$ cat src/rtl/e203_exu_dsp_addsub_seq_if.sv
// Requester and response channels of the shared DSP adder sequencer.
// The master side is the requesters/consumer, the slave side is the sequencer.
interface e203_exu_dsp_addsub_seq_if #(
    parameter int unsigned XLEN = 32
);
    logic                r0_valid_i;
    logic                r0_ready_o;
    logic [2*XLEN-1:0]   r0_op1_i;
    logic [2*XLEN-1:0]   r0_op2_i;
    logic                r0_sub_i;
    logic                r0_wide_i;

    logic                r1_valid_i;
    logic                r1_ready_o;
    logic [2*XLEN-1:0]   r1_op1_i;
    logic [2*XLEN-1:0]   r1_op2_i;
    logic                r1_sub_i;
    logic                r1_wide_i;

    logic                o_valid;
    logic                o_ready;
    logic [2*XLEN-1:0]   o_res;
    logic                o_ovf;
    logic                o_src;

    modport master (
        output r0_valid_i, r0_op1_i, r0_op2_i, r0_sub_i, r0_wide_i,
        output r1_valid_i, r1_op1_i, r1_op2_i, r1_sub_i, r1_wide_i,
        output o_ready,
        input  r0_ready_o, r1_ready_o,
        input  o_valid, o_res, o_ovf, o_src
    );

    modport slave (
        input  r0_valid_i, r0_op1_i, r0_op2_i, r0_sub_i, r0_wide_i,
        input  r1_valid_i, r1_op1_i, r1_op2_i, r1_sub_i, r1_wide_i,
        input  o_ready,
        output r0_ready_o, r1_ready_o,
        output o_valid, o_res, o_ovf, o_src
    );
endinterface

$ cat src/rtl/e203_exu_dsp_addsub_seq.sv
// Round-robin sequencer for the shared EXU DSP adder: 32-bit ops in one beat,
// 64-bit ops in two (low then high with held carry), result on a valid/ready channel.
module e203_exu_dsp_addsub_seq #(
    parameter int unsigned XLEN  = 32,
    parameter int unsigned ADD_W = XLEN + 1
) (
    input  logic                 clk,
    input  logic                 rst_n,
    input  logic                 flush_i,
    e203_exu_dsp_addsub_seq_if.slave bus,
    output logic                 adder_en_o,
    output logic [ADD_W-1:0]     adder_op1_o,
    output logic [ADD_W-1:0]     adder_op2_o,
    output logic                 adder_cin_o,
    input  logic [ADD_W-1:0]     adder_res_i
);

    typedef enum logic [1:0] {
        S_IDLE,
        S_LO,
        S_HI,
        S_RSP
    } state_t;

    state_t              r_state;
    logic                r_rr_ptr;
    logic                r_sub;
    logic                r_wide;
    logic                r_src;
    logic                r_carry;
    logic                r_valid;
    logic                r_ovf;
    logic [2*XLEN-1:0]   r_op1;
    logic [2*XLEN-1:0]   r_op2;
    logic [2*XLEN-1:0]   r_res;

    logic                w_any;
    logic                w_grant;
    logic                w_acc;
    logic                w_ovf;
    logic [XLEN-1:0]     w_a_half;
    logic [XLEN-1:0]     w_b_half;

    // Grant prefers the pointer-selected requester and falls back to the other one.
    always_comb begin
        w_any = bus.r0_valid_i | bus.r1_valid_i;
        if (r_rr_ptr) begin
            w_grant = bus.r1_valid_i ? 1'b1 : 1'b0;
        end else begin
            w_grant = bus.r0_valid_i ? 1'b0 : 1'b1;
        end
    end

    assign w_acc          = (r_state == S_IDLE) & ~flush_i & w_any;
    assign bus.r0_ready_o = w_acc & ~w_grant;
    assign bus.r1_ready_o = w_acc &  w_grant;

    always_comb begin
        adder_en_o  = 1'b0;
        adder_op1_o = '0;
        adder_op2_o = '0;
        adder_cin_o = 1'b0;
        w_a_half    = '0;
        w_b_half    = '0;
        unique case (r_state)
            S_LO: begin
                adder_en_o  = 1'b1;
                w_a_half    = r_op1[XLEN-1:0];
                w_b_half    = r_op2[XLEN-1:0];
                adder_cin_o = r_sub;
            end
            S_HI: begin
                adder_en_o  = 1'b1;
                w_a_half    = r_op1[2*XLEN-1:XLEN];
                w_b_half    = r_op2[2*XLEN-1:XLEN];
                adder_cin_o = r_carry;
            end
            default: ;
        endcase
        // Adder inputs stay at zero outside the beats so the shared adder is quiet.
        if (adder_en_o) begin
            adder_op1_o = {{(ADD_W-XLEN){1'b0}}, w_a_half};
            adder_op2_o = {{(ADD_W-XLEN){1'b0}}, (r_sub ? ~w_b_half : w_b_half)};
        end
    end

    assign w_ovf = (adder_op1_o[XLEN-1] == adder_op2_o[XLEN-1]) &
                   (adder_res_i[XLEN-1] != adder_op1_o[XLEN-1]);

    always_ff @(posedge clk or negedge rst_n) begin
        if (!rst_n) begin
            r_state  <= S_IDLE;
            r_rr_ptr <= 1'b0;
            r_sub    <= 1'b0;
            r_wide   <= 1'b0;
            r_src    <= 1'b0;
            r_carry  <= 1'b0;
            r_valid  <= 1'b0;
            r_ovf    <= 1'b0;
            r_op1    <= '0;
            r_op2    <= '0;
            r_res    <= '0;
        end else if (flush_i) begin
            r_state <= S_IDLE;
            r_valid <= 1'b0;
        end else begin
            unique case (r_state)
                S_IDLE: begin
                    if (w_acc) begin
                        r_op1    <= w_grant ? bus.r1_op1_i  : bus.r0_op1_i;
                        r_op2    <= w_grant ? bus.r1_op2_i  : bus.r0_op2_i;
                        r_sub    <= w_grant ? bus.r1_sub_i  : bus.r0_sub_i;
                        r_wide   <= w_grant ? bus.r1_wide_i : bus.r0_wide_i;
                        r_src    <= w_grant;
                        r_rr_ptr <= ~w_grant;
                        r_state  <= S_LO;
                    end
                end
                S_LO: begin
                    r_res   <= {{XLEN{1'b0}}, adder_res_i[XLEN-1:0]};
                    r_carry <= adder_res_i[XLEN];
                    r_ovf   <= w_ovf;
                    if (r_wide) begin
                        r_state <= S_HI;
                    end else begin
                        r_valid <= 1'b1;
                        r_state <= S_RSP;
                    end
                end
                S_HI: begin
                    r_res[2*XLEN-1:XLEN] <= adder_res_i[XLEN-1:0];
                    r_ovf   <= w_ovf;
                    r_valid <= 1'b1;
                    r_state <= S_RSP;
                end
                S_RSP: begin
                    if (bus.o_ready) begin
                        r_valid <= 1'b0;
                        r_state <= S_IDLE;
                    end
                end
                default: r_state <= S_IDLE;
            endcase
        end
    end

    assign bus.o_valid = r_valid;
    assign bus.o_res   = r_res;
    assign bus.o_ovf   = r_ovf;
    assign bus.o_src   = r_src;

    a_one_ready: assert property (@(posedge clk) disable iff (!rst_n)
        !(bus.r0_ready_o && bus.r1_ready_o));
    a_valid_rsp: assert property (@(posedge clk) disable iff (!rst_n)
        bus.o_valid |-> (r_state == S_RSP));

endmodule

$ cat src/flat_wrapper.sv
// flat-port wrapper written by rule: the top's interface ports become plain ports
module e203_exu_dsp_addsub_seq_flat 
#(
    parameter int unsigned XLEN  = 32,
    parameter int unsigned ADD_W = XLEN + 1
)
  (clk, rst_n, flush_i, adder_en_o, adder_op1_o, adder_op2_o, adder_cin_o, adder_res_i, bus_r0_valid_i, bus_r0_op1_i, bus_r0_op2_i, bus_r0_sub_i, bus_r0_wide_i, bus_r1_valid_i, bus_r1_op1_i, bus_r1_op2_i, bus_r1_sub_i, bus_r1_wide_i, bus_o_ready, bus_r0_ready_o, bus_r1_ready_o, bus_o_valid, bus_o_res, bus_o_ovf, bus_o_src);
  e203_exu_dsp_addsub_seq_if #(.XLEN(XLEN)) bus_i ();
  input  logic clk;
  input  logic rst_n;
  input  logic flush_i;
  output logic adder_en_o;
  output logic [ADD_W-1:0] adder_op1_o;
  output logic [ADD_W-1:0] adder_op2_o;
  output logic adder_cin_o;
  input  logic [ADD_W-1:0] adder_res_i;
  input wire logic [$bits(bus_i.r0_valid_i)-1:0] bus_r0_valid_i;
  input wire logic [$bits(bus_i.r0_op1_i)-1:0] bus_r0_op1_i;
  input wire logic [$bits(bus_i.r0_op2_i)-1:0] bus_r0_op2_i;
  input wire logic [$bits(bus_i.r0_sub_i)-1:0] bus_r0_sub_i;
  input wire logic [$bits(bus_i.r0_wide_i)-1:0] bus_r0_wide_i;
  input wire logic [$bits(bus_i.r1_valid_i)-1:0] bus_r1_valid_i;
  input wire logic [$bits(bus_i.r1_op1_i)-1:0] bus_r1_op1_i;
  input wire logic [$bits(bus_i.r1_op2_i)-1:0] bus_r1_op2_i;
  input wire logic [$bits(bus_i.r1_sub_i)-1:0] bus_r1_sub_i;
  input wire logic [$bits(bus_i.r1_wide_i)-1:0] bus_r1_wide_i;
  input wire logic [$bits(bus_i.o_ready)-1:0] bus_o_ready;
  output wire logic [$bits(bus_i.r0_ready_o)-1:0] bus_r0_ready_o;
  output wire logic [$bits(bus_i.r1_ready_o)-1:0] bus_r1_ready_o;
  output wire logic [$bits(bus_i.o_valid)-1:0] bus_o_valid;
  output wire logic [$bits(bus_i.o_res)-1:0] bus_o_res;
  output wire logic [$bits(bus_i.o_ovf)-1:0] bus_o_ovf;
  output wire logic [$bits(bus_i.o_src)-1:0] bus_o_src;
  assign bus_i.r0_valid_i = bus_r0_valid_i;
  assign bus_i.r0_op1_i = bus_r0_op1_i;
  assign bus_i.r0_op2_i = bus_r0_op2_i;
  assign bus_i.r0_sub_i = bus_r0_sub_i;
  assign bus_i.r0_wide_i = bus_r0_wide_i;
  assign bus_i.r1_valid_i = bus_r1_valid_i;
  assign bus_i.r1_op1_i = bus_r1_op1_i;
  assign bus_i.r1_op2_i = bus_r1_op2_i;
  assign bus_i.r1_sub_i = bus_r1_sub_i;
  assign bus_i.r1_wide_i = bus_r1_wide_i;
  assign bus_i.o_ready = bus_o_ready;
  assign bus_r0_ready_o = bus_i.r0_ready_o;
  assign bus_r1_ready_o = bus_i.r1_ready_o;
  assign bus_o_valid = bus_i.o_valid;
  assign bus_o_res = bus_i.o_res;
  assign bus_o_ovf = bus_i.o_ovf;
  assign bus_o_src = bus_i.o_src;
  e203_exu_dsp_addsub_seq #(.XLEN(XLEN), .ADD_W(ADD_W)) u_core (.clk(clk), .rst_n(rst_n), .flush_i(flush_i), .bus(bus_i), .adder_en_o(adder_en_o), .adder_op1_o(adder_op1_o), .adder_op2_o(adder_op2_o), .adder_cin_o(adder_cin_o), .adder_res_i(adder_res_i));
endmodule
$ cat config.mk
export PLATFORM = sky130hd
export DESIGN_NAME = e203_exu_dsp_addsub_seq_flat
export DESIGN_NICKNAME = d
export VERILOG_FILES = /design/src/rtl/e203_exu_dsp_addsub_seq_if.sv /design/src/rtl/e203_exu_dsp_addsub_seq.sv /design/src/flat_wrapper.sv
export SDC_FILE = /design/constraint.sdc
export NUM_CORES = 1
export LEC_CHECK = 0
export BUFFER_PORTS_ARGS = -buffer_cell sky130_fd_sc_hd__buf_4
export CAP_MARGIN = 20
export CORE_AREA = 4 4 168 170
export CTS_CLUSTER_SIZE = 14
export DETAILED_ROUTE_END_ITERATION = 10
export DIE_AREA = 0 0 172 174
export PLACE_DENSITY = 0.62
export SLEW_MARGIN = 5
export SYNTH_ARGS = -nofsm -noshare
export SYNTH_HDL_FRONTEND = slang
export SYNTH_SLANG_ARGS = --single-unit
export TNS_END_PERCENT = 30
$ cat constraint.sdc
create_clock -name clk -period 2 [get_ports clk]
set_input_delay 0.2 -clock clk [delete_from_list [all_inputs] [get_ports clk]]
set_output_delay 0.2 -clock clk [all_outputs]
set_load 0.03 [all_outputs]
# Word-level counts from Yosys, hierarchy flattened

Cells that the tools add are included.

Eq/ne operators: 8
Mux-type cells: 24
Bitwise gates (word level): 9
Reductions and logical operators: 10

Operators by type and width:

| operator           | number |
|---|---|
| $pmux 32 s2        | 3 |
| $mux 64            | 2 |
| $mux 32            | 3 |
| $not 32->32        | 1 |
| $mux 1             | 10 |
| $pmux 2 s4         | 1 |
| $reduce_and 2->1   | 4 |
| $mux 2             | 3 |
| $ne 3x3->1 const B | 2 |
| $reduce_and 3->1   | 2 |
| $and 1x1->1        | 5 |
| $eq 2x2->1 const B | 2 |
| $reduce_bool 4->1  | 1 |
| $ne 3x2->1 const B | 1 |
| $pmux 1 s3         | 1 |
| $eq 2x1->1 const B | 1 |
| $logic_not 2->1    | 1 |
| $not 1->1          | 2 |
| $pmux 1 s2         | 1 |
| $reduce_bool 2->1  | 1 |
| $reduce_or 2->1    | 1 |
| $eq 1x1->1         | 1 |
| $ne 1x1->1         | 1 |
| $or 1x1->1         | 1 |

Register bits after elaboration: 201
Bits of input ports: 299
Output and inout port bits: 137
Word-level logic and storage cells: 63

# Depth between registers and ports, before layout

Depth in word-level cells: 7
Mapped depth: 9
Mapped depth without buffers: 6

# Worst setup path before layout

OpenSTA, ideal clock, no wires.

Kind: register to output
From: reg u_core.r_state[0]
To: out adder_op1_o[14]
Arrival time: 1.907 ns
Required time: 1.800 ns
Slack: -0.107 ns
Cell stages (with the launch flop): 6
Buffers on the path: 2
Cells stage by stage: dfrtp_1 inv_1 ha_1 clkbuf_1 clkbuf_1 nor2b_1

Longest elaborated chain between the ends: 4
Elaborated cells on any way between the ends: 6
Those cells by class: eq/ne (2); mux (3); reduce/logical (1)

RTL lines:

| what                                     | RTL line                       | text |
|---|---|---|
| from (decl)                              | e203_exu_dsp_addsub_seq.sv:25  | `state_t r_state;` |
| from (signal assigned)                   | e203_exu_dsp_addsub_seq.sv:92  | `r_state <= S_IDLE;` |
| from (signal assigned)                   | e203_exu_dsp_addsub_seq.sv:104 | `r_state <= S_IDLE;` |
| from (signal assigned)                   | e203_exu_dsp_addsub_seq.sv:116 | `r_state <= S_LO;` |
| $eq 2x1->1 or $eq 2x2->1 (tied branches) | e203_exu_dsp_addsub_seq.sv:65  | `unique case (r_state)` |
| $reduce_or 2->1 (no source line) (*)     | -                              |  |
| $mux 1 (*)                               | e203_exu_dsp_addsub_seq.sv:65  |  |
| via adder_en_o                           | flat_wrapper.sv:12             | `output logic adder_en_o;` |
| $mux 32 (*)                              | e203_exu_dsp_addsub_seq.sv:81  | `if (adder_en_o) begin` |
| to (decl)                                | flat_wrapper.sv:13             | `output logic [ADD_W-1:0] adder_op1_o;` |

Mark *: on every way through the listed nets, which the timed path passes. The rest lies on a longest branch.

# Worst setup path after layout

From: reg u_core.r_state[0]
To: out adder_op2_o[17]

Longest elaborated chain between the ends: 5
Elaborated cells on any way between the ends: 8
Those cells by class: eq/ne (2); mux (4); bitwise (1); reduce/logical (1)

RTL lines:

| what                                     | RTL line                      | text |
|---|---|---|
| $eq 2x2->1 or $eq 2x1->1 (tied branches) | e203_exu_dsp_addsub_seq.sv:65 |  |
| $pmux 32 s2                              | e203_exu_dsp_addsub_seq.sv:65 |  |
| $not 32->32                              | e203_exu_dsp_addsub_seq.sv:83 | `adder_op2_o = {{(ADD_W-XLEN){1'b0}}, (r_sub ? ~w_b_half : w_b_half)};` |
| $mux 32                                  | e203_exu_dsp_addsub_seq.sv:83 |  |
| $mux 32 (*)                              | e203_exu_dsp_addsub_seq.sv:81 |  |
| to (decl)                                | flat_wrapper.sv:14            | `output logic [ADD_W-1:0] adder_op2_o;` |

Every way passes the cells marked *; elsewhere a longest branch is shown, timed or not.

==> impl_metrics.py <==
metrics = {
    "synthesis": {
        "yosysMostFrequentCell": "dfrtp_1",
        "async_reset_ff_frac": 1.00,
        "synth.yosys.seq_area_share": 0.534,
        "ys_top_cells_by_count": "dfrtp_1 (201), inv_1 (135), a222oi_1 (130), nand2_1 (70), a22oi_1 (65)",
        "yosys_register_bits": 201,
        "synth_top_cell_by_area": "dfrtp_1",
        "yosysWarnings": 0,
        "synthFlopType": "dfrtp_1",
        "syn_area_um2": 9430,
        "syn_inst": 875,
        "syn_area_per_cell_um2": 10.8,
        "ys_types": 27,
        "netlist.area_leader.share": 0.534,
        "synth_edf_count": 0,
        "synth.area.top_cells": "dfrtp_1 (53%), a222oi_1 (14%), inv_1 (5.4%)",
    },
    "sta": {
        "rsz0062_at_grt": "true",
        "max_freq_ghz": 0.431,
        "post-route-period-util": 1.16,
        "fin_worst_skew_ns": 0.00954,
        "finalCriticalPeriod_ns": 2.32,
        "tightest_slew_ns": 0.571,
        "slew_headroom": 0.619,
        "final-hold-violation-count": 0,
        "final_max_slew_viol_count": 0,
        "post-route-worst-setup-slack_ns": -0.321,
        "finalSetupViolations": 67,
    },
    "placement": {
        "placed_cells": 1605,
        "io_buffers": 433,
        "dp_hpwl_um": 25000,
        "gp_congestion": 0.835,
    },
    "setup_path": {
        "arrival_ns": 2.12,
        "cp_cell_sequence": "buf_6 -> ha_4 -> buf_12 -> a22oi_1 -> xnor2_1 -> and2_1 -> buf_4",
        "criticalPathCategory": "reg2out",
        "worstPathRequired_ns": 1.80,
        "end_kind": "output pin",
        "crit_slowest_cell": "dfrtp_1",
        "path_max_fanout": 14,
        "slowest_delay_ns": 0.41,
        "critical_path.top_delay_family": "buffers and inverters",
        "start_kind": "flop",
        "r2r_slack_ns": 0.06,
        "cp_num_buf_inv": 3,
    },
    "layout": {
        "regArea_um2": 5030,
        "fillers": 1886,
        "nets": 1904,
        "layout.cells.non_filler": 1962,
        "syn_to_final_growth_pct": 90.3,
        "multi_input_area_um2": 3920,
        "drive_gt1_frac": 0.404,
    },
    "power_and_ir_drop": {
        "p_leak_nw": 8.60,
        "ir_worst_vdd_mv": 0.855,
        "p_per_area_nw_per_um2": 1550,
        "power_mw": 27.8,
    },
    "drt": {
        "drt-wirelength-per-cell_um": 21.9,
        "ant_nets": 0,
        "drtPass1Iterations": 11,
        "vias": 10667,
        "first_iter_violations": 1437,
        "viasPerCell": 5.44,
        "drc": 11,
        "wl_um": 42900,
    },
    "clocking": {
        "cts_sinks": 201,
        "cts_tree": "yes",
        "numCtsBuffers": 23,
        "root_buffer": "clkbuf_16",
        "clock_latency_ns": 0.51,
        "htree_levels": 1,
        "clk_pin_slew_worst_paths_ns": 0.06,
        "clk_path_buf_depth": 3,
    },
    "status": {
        "status": "finished with violations",
        "violations": "design-rule violations, negative setup slack",
    },
    "global_route": {
        "grt_overflow_total": 0,
        "grt_max_degree": 77,
        "antenna_found_initial": 7,
        "grt_pass1_wl_um": 63800,
        "grt_pass1_vias": 11577,
        "grt_usage": 0.268,
    },
    "floorplanning": {
        "start_util": 0.353,
        "die_area_um2": 29900,
        "coreArea_um2": 26700,
        "io-pin-count": 436,
        "die-height_um": 174,
        "rows": 60,
        "die_w_um": 172,
    },
    "worst_hold_path": {
        "hold_class": "in2reg",
    },
    "job": {
        "maxCapViolations": 0,
    },
}
## layout by cell type (no fill, tap or decap), types with 6 or more instances in the layout
cell	synthesis	routed
buf_4	2	412
nor2b_1	34	19
buf_6	9	39
nor2b_2	0	12
o21ai_0	34	34
a21oi_1	7	6
a22oi_2	0	58
a222oi_1	130	130
and2_4	0	8
a22oi_1	65	7
and2_1	32	24
dlygate4sd3_1	0	295
mux2_2	33	33
nand2_1	70	69
xnor2_1	32	31
inv_1	135	133
clkbuf_8	0	6
dfrtp_1	201	200
buf_12	0	28
diode_2	0	8
clkbuf_16	0	26
## tightest hold or removal path: cells and delay by family
family / cells / cell delay [ns]
simple gates: 2 / 0.10
compound gates: 1 / 0.14
buf+inv: 1 / 0.09
## layer usage
layer	track usage	share of wire	vias up	routed length, um
met1	0.315	0.37	5220	15800
met5	0	0	-	0
met2	0.466	0.50	631	21600
met4	0.120	0.046	0	1970
met3	0.0555	0.080	155	3440
li1	-	-	4661	-
## sequential cells by signal, indices dropped and copies added, names as in the netlist
| register | count |
|---|---|
| u_core.r_state | 2 |
| u_core.bus.o_valid | 1 |
| u_core.r_op1 | 64 |
| u_core.bus.o_src | 1 |
| u_core.bus.o_ovf | 1 |
| u_core.bus.o_res | 64 |
| u_core.r_op2 | 64 |
| u_core.r_rr_ptr | 1 |
| u_core.r_sub | 1 |
| u_core.r_wide | 1 |
| u_core.r_carry | 1 |
## area by class of cell
type / instances / area share
clock buffers: 30 / 0.0363
well taps: 341 / 0.0238
clock inverters: 7 / 0.00495
diodes: 8 / 0.00112
multi-input cells: 455 / 0.218
repair buffers: 785 / 0.407
inverters: 135 / 0.0283
flip-flops and latches: 201 / 0.280
## cell families after synthesis
logic type / Yosys count / synth area share
xor+xnor: 32 / 0.0297
mux: 33 / 0.0394
other cells: 1 / 0.000398
fa+ha+maj: 4 / 0.00531
flops: 201 / 0.534
simple gates: 145 / 0.0782
buf+inv: 220 / 0.0992
compound gates: 239 / 0.214
## worst paths after layout
kind | to | startpoint | cells past startpoint
max in group asynchronous | u_core.bus.o_res[0] | rst_n | 3
worst max register to register | u_core.bus.o_ovf | u_core.r_state[0] | 8
worst max-delay path | adder_op2_o[17] | u_core.r_state[0] | 7
worst min-delay path | u_core.bus.o_valid | bus_o_ready | 4
min in group asynchronous | u_core.bus.o_res[36] | rst_n | 2
worst min register to register | u_core.bus.o_res[57] | u_core.bus.o_res[57] | 2
## power by group
part | total, mW | switching, mW | internal, mW
Combinational | 16.1 | 8.58 | 7.49
Sequential | 7.51 | 1.50 | 6.01
Clock | 4.23 | 1.70 | 2.53
Total | 27.8 | 11.8 | 16.0
## timing repair
action | in CTS | in global routing
endpoints found under the hold margin | 242 | 0
setup endpoints to repair | 67 | 99
buffers inserted | 8 | 2
gates resized for setup | 105 | 46
hold buffers | 295 | 0
gates cloned | 4 | 3
pin swaps | 13 | 25
## per-stage QoR
stage	util	instance area (um^2)	hold WS, ns	setup TNS [ns]	setup slack (ns)
floorplan	-	9450	-0.0956	-1.65	-0.106
finish	0.671	17900	0.0603	-14.42	-0.321
detailed placement	0.498	13300	0.237	-0.00603	-0.00603
CTS	0.660	17600	0.0419	-13.72	-0.281
global placement	0.498	13300	0.239	0	0.0516
global route	0.671	17900	0.0884	-18.99	-0.372
(Power assumes the default switching activity.)
